`src/rtl/uart_pkg.sv`:
```
// Shared types and constants for the UART transmit arbiter.
package uart_pkg;

  typedef enum logic [1:0] {ST_IDLE, ST_HDR, ST_BURST} arb_state_t;

  localparam logic [3:0] HDR_TAG    = 4'hA;
  localparam int         DEF_DATA_W = 8;

endpackage

```
`src/rtl/rr_pick.sv`:
```
// Combinational round-robin picker: the lowest requesting index at or above
// the pointer wins, with wrap-around at NUM_REQ.
module rr_pick
  import uart_pkg::*;
#(
  parameter int NUM_REQ = 4
)(
  input  logic [NUM_REQ-1:0]         i_req,
  input  logic [$clog2(NUM_REQ)-1:0] i_ptr,
  output logic [$clog2(NUM_REQ)-1:0] o_gnt_idx,
  output logic                       o_any
);

  localparam int IDW = $clog2(NUM_REQ);

  logic [IDW:0]   w_idx;
  logic [IDW-1:0] w_gnt;

  // Scanning the rotated view from the top down leaves the nearest requester
  // to the pointer as the final assignment; the index is un-rotated mod NUM_REQ.
  always_comb begin
    w_idx = '0;
    w_gnt = '0;
    for (int i = NUM_REQ - 1; i >= 0; i--) begin
      w_idx = {1'b0, i_ptr} + (IDW + 1)'(i);
      if (w_idx >= (IDW + 1)'(NUM_REQ)) begin
        w_idx = w_idx - (IDW + 1)'(NUM_REQ);
      end
      if (i_req[w_idx[IDW-1:0]]) begin
        w_gnt = w_idx[IDW-1:0];
      end
    end
  end

  assign o_gnt_idx = w_gnt;
  assign o_any     = |i_req;

endmodule

```
`src/rtl/uart_tx_arbiter.sv`:
```
// Round-robin burst arbiter sharing one UART transmitter between NUM_REQ
// byte-stream clients, with an optional client tag byte ahead of each burst.
module uart_tx_arbiter
  import uart_pkg::*;
#(
  parameter int NUM_REQ   = 4,
  parameter int DATA_W    = DEF_DATA_W,
  parameter int MAX_BURST = 16,
  parameter bit HDR_EN    = 1'b1
)(
  input  logic                              i_clk,
  input  logic                              i_rst,
  input  logic [NUM_REQ-1:0]                i_req_valid,
  input  logic [NUM_REQ-1:0][DATA_W-1:0]    i_req_data,
  input  logic [NUM_REQ-1:0]                i_req_last,
  output logic [NUM_REQ-1:0]                o_req_ready,
  output logic                              o_tx_valid,
  output logic [DATA_W-1:0]                 o_tx_data,
  input  logic                              i_tx_ready,
  output logic [$clog2(NUM_REQ)-1:0]        o_grant_id,
  output logic                              o_busy
);

  localparam int IDW = $clog2(NUM_REQ);
  localparam int CW  = $clog2(MAX_BURST + 1);

  arb_state_t     r_state;
  arb_state_t     w_next_state;
  logic [IDW-1:0] r_grant;
  logic [IDW-1:0] r_rr_ptr;
  logic [CW-1:0]  r_beat_cnt;
  logic [IDW-1:0] w_pick;
  logic [IDW-1:0] w_ptr_next;
  logic           w_any;
  logic           w_accept;
  logic           w_term;
  logic [7:0]     w_tag;

  rr_pick #(
    .NUM_REQ (NUM_REQ)
  ) u_rr_pick (
    .i_req     (i_req_valid),
    .i_ptr     (r_rr_ptr),
    .o_gnt_idx (w_pick),
    .o_any     (w_any)
  );

  assign w_tag      = {HDR_TAG, 4'(r_grant)};
  assign w_ptr_next = (r_grant == IDW'(NUM_REQ - 1)) ? '0 : r_grant + 1'b1;
  assign o_grant_id = r_grant;
  assign o_busy     = (r_state != ST_IDLE);

  always_ff @(posedge i_clk or posedge i_rst) begin
    if (i_rst) begin
      r_state <= ST_IDLE;
    end else begin
      r_state <= w_next_state;
    end
  end

  // The burst path is purely combinational so a streaming client reaches one byte per cycle.
  always_comb begin
    w_next_state = r_state;
    o_tx_valid   = 1'b0;
    o_tx_data    = '0;
    o_req_ready  = '0;
    w_accept     = 1'b0;
    w_term       = 1'b0;
    case (r_state)
      ST_IDLE: begin
        if (w_any) begin
          w_next_state = HDR_EN ? ST_HDR : ST_BURST;
        end
      end
      ST_HDR: begin
        o_tx_valid = 1'b1;
        o_tx_data  = DATA_W'(w_tag);
        if (i_tx_ready) begin
          w_next_state = ST_BURST;
        end
      end
      ST_BURST: begin
        o_tx_valid           = i_req_valid[r_grant];
        o_tx_data            = i_req_data[r_grant];
        o_req_ready[r_grant] = i_tx_ready;
        w_accept             = i_req_valid[r_grant] & i_tx_ready;
        w_term               = w_accept & (i_req_last[r_grant] |
                                           (r_beat_cnt == CW'(MAX_BURST - 1)));
        if (w_term) begin
          w_next_state = ST_IDLE;
        end
      end
      default: w_next_state = ST_IDLE;
    endcase
  end

  // A forced release looks the same as a client-ended burst: the pointer moves past the owner.
  always_ff @(posedge i_clk or posedge i_rst) begin
    if (i_rst) begin
      r_grant    <= '0;
      r_rr_ptr   <= '0;
      r_beat_cnt <= '0;
    end else begin
      if ((r_state == ST_IDLE) && w_any) begin
        r_grant <= w_pick;
      end
      if (w_term) begin
        r_beat_cnt <= '0;
        r_rr_ptr   <= w_ptr_next;
      end else if (w_accept) begin
        r_beat_cnt <= r_beat_cnt + 1'b1;
      end
    end
  end

endmodule

```
`config.mk`:
```
export PLATFORM = sky130hd
export DESIGN_NAME = uart_tx_arbiter
export DESIGN_NICKNAME = d
export VERILOG_FILES = /design/src/rtl/uart_pkg.sv /design/src/rtl/rr_pick.sv /design/src/rtl/uart_tx_arbiter.sv
export SDC_FILE = /design/constraint.sdc
export NUM_CORES = 1
export LEC_CHECK = 0
export CAP_MARGIN = 25
export CORE_MARGIN = 3
export CORE_UTILIZATION = 38
export CTS_BUF_LIST = sky130_fd_sc_hd__clkbuf_4 sky130_fd_sc_hd__clkbuf_8
export DETAILED_ROUTE_END_ITERATION = 7
export GPL_TIMING_DRIVEN = 0
export PLACE_DENSITY_LB_ADDON = 0.3
export SLEW_MARGIN = 20
export SYNTH_ARGS = -nofsm -noshare
export SYNTH_HDL_FRONTEND = slang
export SYNTH_HIERARCHICAL = 1
export SYNTH_SLANG_ARGS = --single-unit
```
`constraint.sdc`:
```
create_clock -name i_clk -period 1.7 [get_ports i_clk]
set_input_delay 0.34 -clock i_clk [delete_from_list [all_inputs] [get_ports i_clk]]
set_output_delay 0.34 -clock i_clk [all_outputs]
set_load 0.05 [all_outputs]
```
==> results by stage <==
Synthesis:
- The share of synthesized cell area in full adder, half adder and majority cells is 11.4%.
- After synthesis, the share of flip-flops with an asynchronous set or reset is 100%.
- The synthesized design devotes to its leading area cell type between 20% and 30% of total area.
- By area, the combinational part of the netlist is dominated by multiplexers.
- The sequential element share of the synthesized area is 22.8%.
- The synthesized netlist devotes between 10 and 15% of its cell area to compound gates.
- For this run, the leading register cell type out of synthesis is sky130_fd_sc_hd__dfrtp_1.
- Yosys attributes the largest share of cell area to sky130_fd_sc_hd__dfrtp_1 23%, sky130_fd_sc_hd__mux4_2 13%, sky130_fd_sc_hd__ha_1 11%, sky130_fd_sc_hd__mux2i_1 5.8%, sky130_fd_sc_hd__mux2_2 5.6%.
- The count of flip-flops with a built-in enable after synthesis is 0.
- Ranked by instance count, the synthesized netlist is headed by 11 x sky130_fd_sc_hd__dfrtp_1, 11 x sky130_fd_sc_hd__ha_1, 11 x sky130_fd_sc_hd__nand2_1.
- The synthesized-area fraction occupied by and/or/nand/nor cells is 21.7%.
- The synthesized cell area is 1210 µm².
- Counting distinct cell types in the post-synthesis netlist gives 33.
- The mean area per synthesized cell is around 9.5 µm².
- The cell count after synthesis came out at between 100 and 150.
- The number of warnings printed during yosys synthesis is 6.
- After Yosys synthesis, XOR and XNOR cells account for 0% of the synthesized area.
- Summed over all instances, the cell type with the most area after synthesis is sky130_fd_sc_hd__dfrtp_1.
- When the netlist entered floorplanning its net count stood at around 180.
- After synthesis the netlist holds a flip-flop and latch count of 11.
- Multiplexer cells account for around a quarter of the synthesized area.

Cells and area:
- Of the cells placed in the final design, the portion with a size suffix greater than 1 is ~54%.
- The final standard cell area without fillers is ~2500 µm².
- Relative to the synthesized area, the layout overhead comes to 109%.
- The sequential cells in the finished layout cover a total of 279 µm².
- 0 antenna diodes ended up in the layout.
- For this run, the share of the core covered by cells in the final layout is 87.1%.
- The layout has 142 filler cells.
- The number of nets in the layout is approximately 280.
- The post-route non-filler standard cell count is 263.
- Summing all multi-input logic gate instances after layout gives 1140 µm².

Power:
- The power per cell area is about 1800 nW/µm².
- The worst vdd rail ir drop is between 0.001 and 0.0015 V.
- For this design the static power due to leakage is roughly 0.0011 µW.

STA:
- The number of pins exceeding their max-slew limit in the final report is 0.
- The worst-case headroom to the max-slew limit is between 60% and 70%.
- Counting I/O delays and the setup requirement, the final critical path takes 2160 ps.
- The highest attainable clock frequency is about 460 MHz.
- For the pin with the worst max-slew slack, the measured transition is 499 ps.
- Setup repair after global routing could not meet its margin everywhere.
- The worst path uses 127% of the clock period.
- The number of hold violations in the final report was 0.
- Across all setup checks in the final design, the least slack found is -461 ps.
- The final setup violation count is 22.
- The setup skew after layout is between 4 and 5 ps.

Critical path:
- The cell family contributing the most delay on the critical path is multiplexers.
- The number of buffers and inverters on the critical path is 3.
- The type of destination of the critical path is an output pin.
- STA puts the critical path data required time at roughly 1400 ps.
- The type of the setup path with the least slack is flip-flop to output pin.
- The critical path goes through buf_6 -> buf_4 -> mux4_2 -> a21oi_4 -> nor2b_4 -> buf_6.
- The largest stage delay on the critical path is approximately 490 ps.
- The maximum net fanout on the critical path is 4.
- The arrival time reported for the critical path endpoint is 1820 ps.
- The kind of launch point of the worst setup path is a flip-flop.
- The slowest stage cell on the critical path is sky130_fd_sc_hd__mux4_2.
- Among the stages of the critical path, the cell type that occurs most often is sky130_fd_sc_hd__buf_6.

Routing:
- The total via count in the routed design is 1,513.
- The number of nets with antenna violations after routing is 0.
- After detailed routing, the number of vias per cell comes to around 5.8.
- In the routed design, unresolved DRC markers number 0.
- The mean routed wirelength per cell is between 20 and 25 µm.
- The initial detailed-routing violation count is a little over 70.
- The final layout contains routed wiring with a total length of just under 6000 µm.
- The first-pass detailed-route iteration total is 4.

CTS:
- TritonCTS built the clock tree.
- For this design, the CTS-stage hold fixing added 0 buffers.
- The clock drives 11 sinks.
- The number of buffers created by CTS is 3.
- The clock latency on the worst-skew pair is roughly 270 ps.
- The CTS clock-pin slew for the worst setup and hold paths is roughly 80 ps.
- The root buffer cell chosen for the clock tree is sky130_fd_sc_hd__clkbuf_4.
- CTS built an H-tree with a depth of 1.
- The largest buffer count on any clock path is 2.

Global route:
- Across every metal layer, demand over resource in global routing totals roughly a quarter.
- The first global-routing pass estimated 7690 µm of wire.
- The number of antenna violations at the first check in global routing is 0.
- The overall overflow remaining after global route is 0.
- The maximum number of pins on one net before global-route repair is 12.
- The via count of the first global-routing pass is 1,504.

Die:
- The core footprint is about 2900 µm².
- The floorplan die width is between 60 and 70 µm.
- The number of placement rows is 19.
- For this configuration, the core starts out at a cell density of 41.6%.
- 59 I/O pins were placed.
- The floorplan step defined a die boundary enclosing 3890 µm².
- The die is between 60 and 70 µm tall.

Placement:
- The number of port buffers is 58.
- The HPWL after detailed placement is 3060 µm.
- Summing all placed instances gives a cell area of 2020 µm².
- The number of placed instances, taps included, is ~230.
- The weighted congestion at the end of routability-driven global placement is 0.821.

Outcome:
- The final reports fail on setup timing.
- The flow ran to the end, but the final reports show violations.

Hold path:
- The min-delay analysis places its worst path in the category input pin to asynchronous set/reset pin.

Job:
- The total of max-cap violations is 0.
metal layers:
layer  global-route usage, %  routed length (µm)
met5                       0                   0
met2                    47.4                3120
met4                    7.71                 191
met3                    3.96                 389
met1                    27.9                2210
path summary, 6_finish.rpt:
check / from / endpoint / slack (ps) / depth (start not counted)
min: i_rst / r_beat_cnt[1] / 370 / 2
max reg2reg: o_grant_id[0] / r_rr_ptr[0] / -310 / 7
min reg2reg: r_beat_cnt[3] / r_beat_cnt[3] / 570 / 2
max: o_grant_id[0] / o_tx_valid / -460 / 6
max in group asynchronous: i_rst / r_state[0] / 990 / 2
min in group i_clk: r_beat_cnt[3] / r_beat_cnt[3] / 570 / 2
report_power, final:
part / internal [µW] / total (µW) / switching [µW]
Combinational: 1900 / 3830 / 1930
Clock: 87.1 / 183 / 96.4
Sequential: 375 / 498 / 123
Total: 2360 / 4510 / 2150
layout make-up:
type	count	area share, %
Multi-Input combinational cell	101	45.0
Timing Repair Buffer	90	34.8
Sequential cell	11	11.1
Buffer	7	4.56
Tap cell	42	2.08
Inverter	8	1.39
Clock buffer	3	0.892
Clock inverter	1	0.198
stage by stage:
step	hold WS (ps)	setup TNS (ps)	setup slack [ps]	power, µW
finish	368	-6430	-461	4510
detailed placement	513	-14280	-1070	3030
global placement	503	-13250	-1030	2960
CTS	367	-4640	-439	3910
global route	377	-7600	-522	4680
floorplan	192	-2370	-260	2390
flip-flops by register name (all words and copies together) (netlist names):
register	flops
o_grant_id	2
r_beat_cnt	5
r_state	2
r_rr_ptr	2
cells in the final DEF, fill, tap and decap left out, types with 4 or more instances in the layout:
cell type | netlist | final
sky130_fd_sc_hd__clkdlybuf4s50_1 | 0 | 38
sky130_fd_sc_hd__buf_4 | 0 | 26
sky130_fd_sc_hd__buf_6 | 1 | 11
sky130_fd_sc_hd__nand2_1 | 11 | 10
sky130_fd_sc_hd__and3_4 | 0 | 10
sky130_fd_sc_hd__buf_8 | 0 | 10
sky130_fd_sc_hd__dfrtp_1 | 11 | 8
sky130_fd_sc_hd__mux4_2 | 7 | 7
sky130_fd_sc_hd__mux2i_1 | 7 | 7
sky130_fd_sc_hd__nor2_1 | 6 | 6
sky130_fd_sc_hd__ha_1 | 11 | 6
sky130_fd_sc_hd__dlygate4sd2_1 | 0 | 5
sky130_fd_sc_hd__nor2b_4 | 0 | 4
sky130_fd_sc_hd__a21oi_4 | 0 | 4
sky130_fd_sc_hd__clkbuf_4 | 0 | 4
sky130_fd_sc_hd__ha_4 | 0 | 4
cell families (layout without fill, tap and decap cells):
| family | after synthesis | count (layout) |
|---|---|---|
| simple gates | 46 | 46 |
| compound gates | 24 | 24 |
| fa+ha+maj | 11 | 11 |
| flops | 11 | 11 |
| mux | 20 | 20 |
| buf+inv | 15 | 109 |
repair_timing:
| action | in CTS | in global routing |
|---|---|---|
| setup endpoints to repair | 25 | 24 |
| pin swaps | 12 | 5 |
| gates cloned | 2 | 0 |
| setup buffers | 22 | 10 |
| resized for setup | 139 | 20 |
Power figures use the tool's default switching activity.
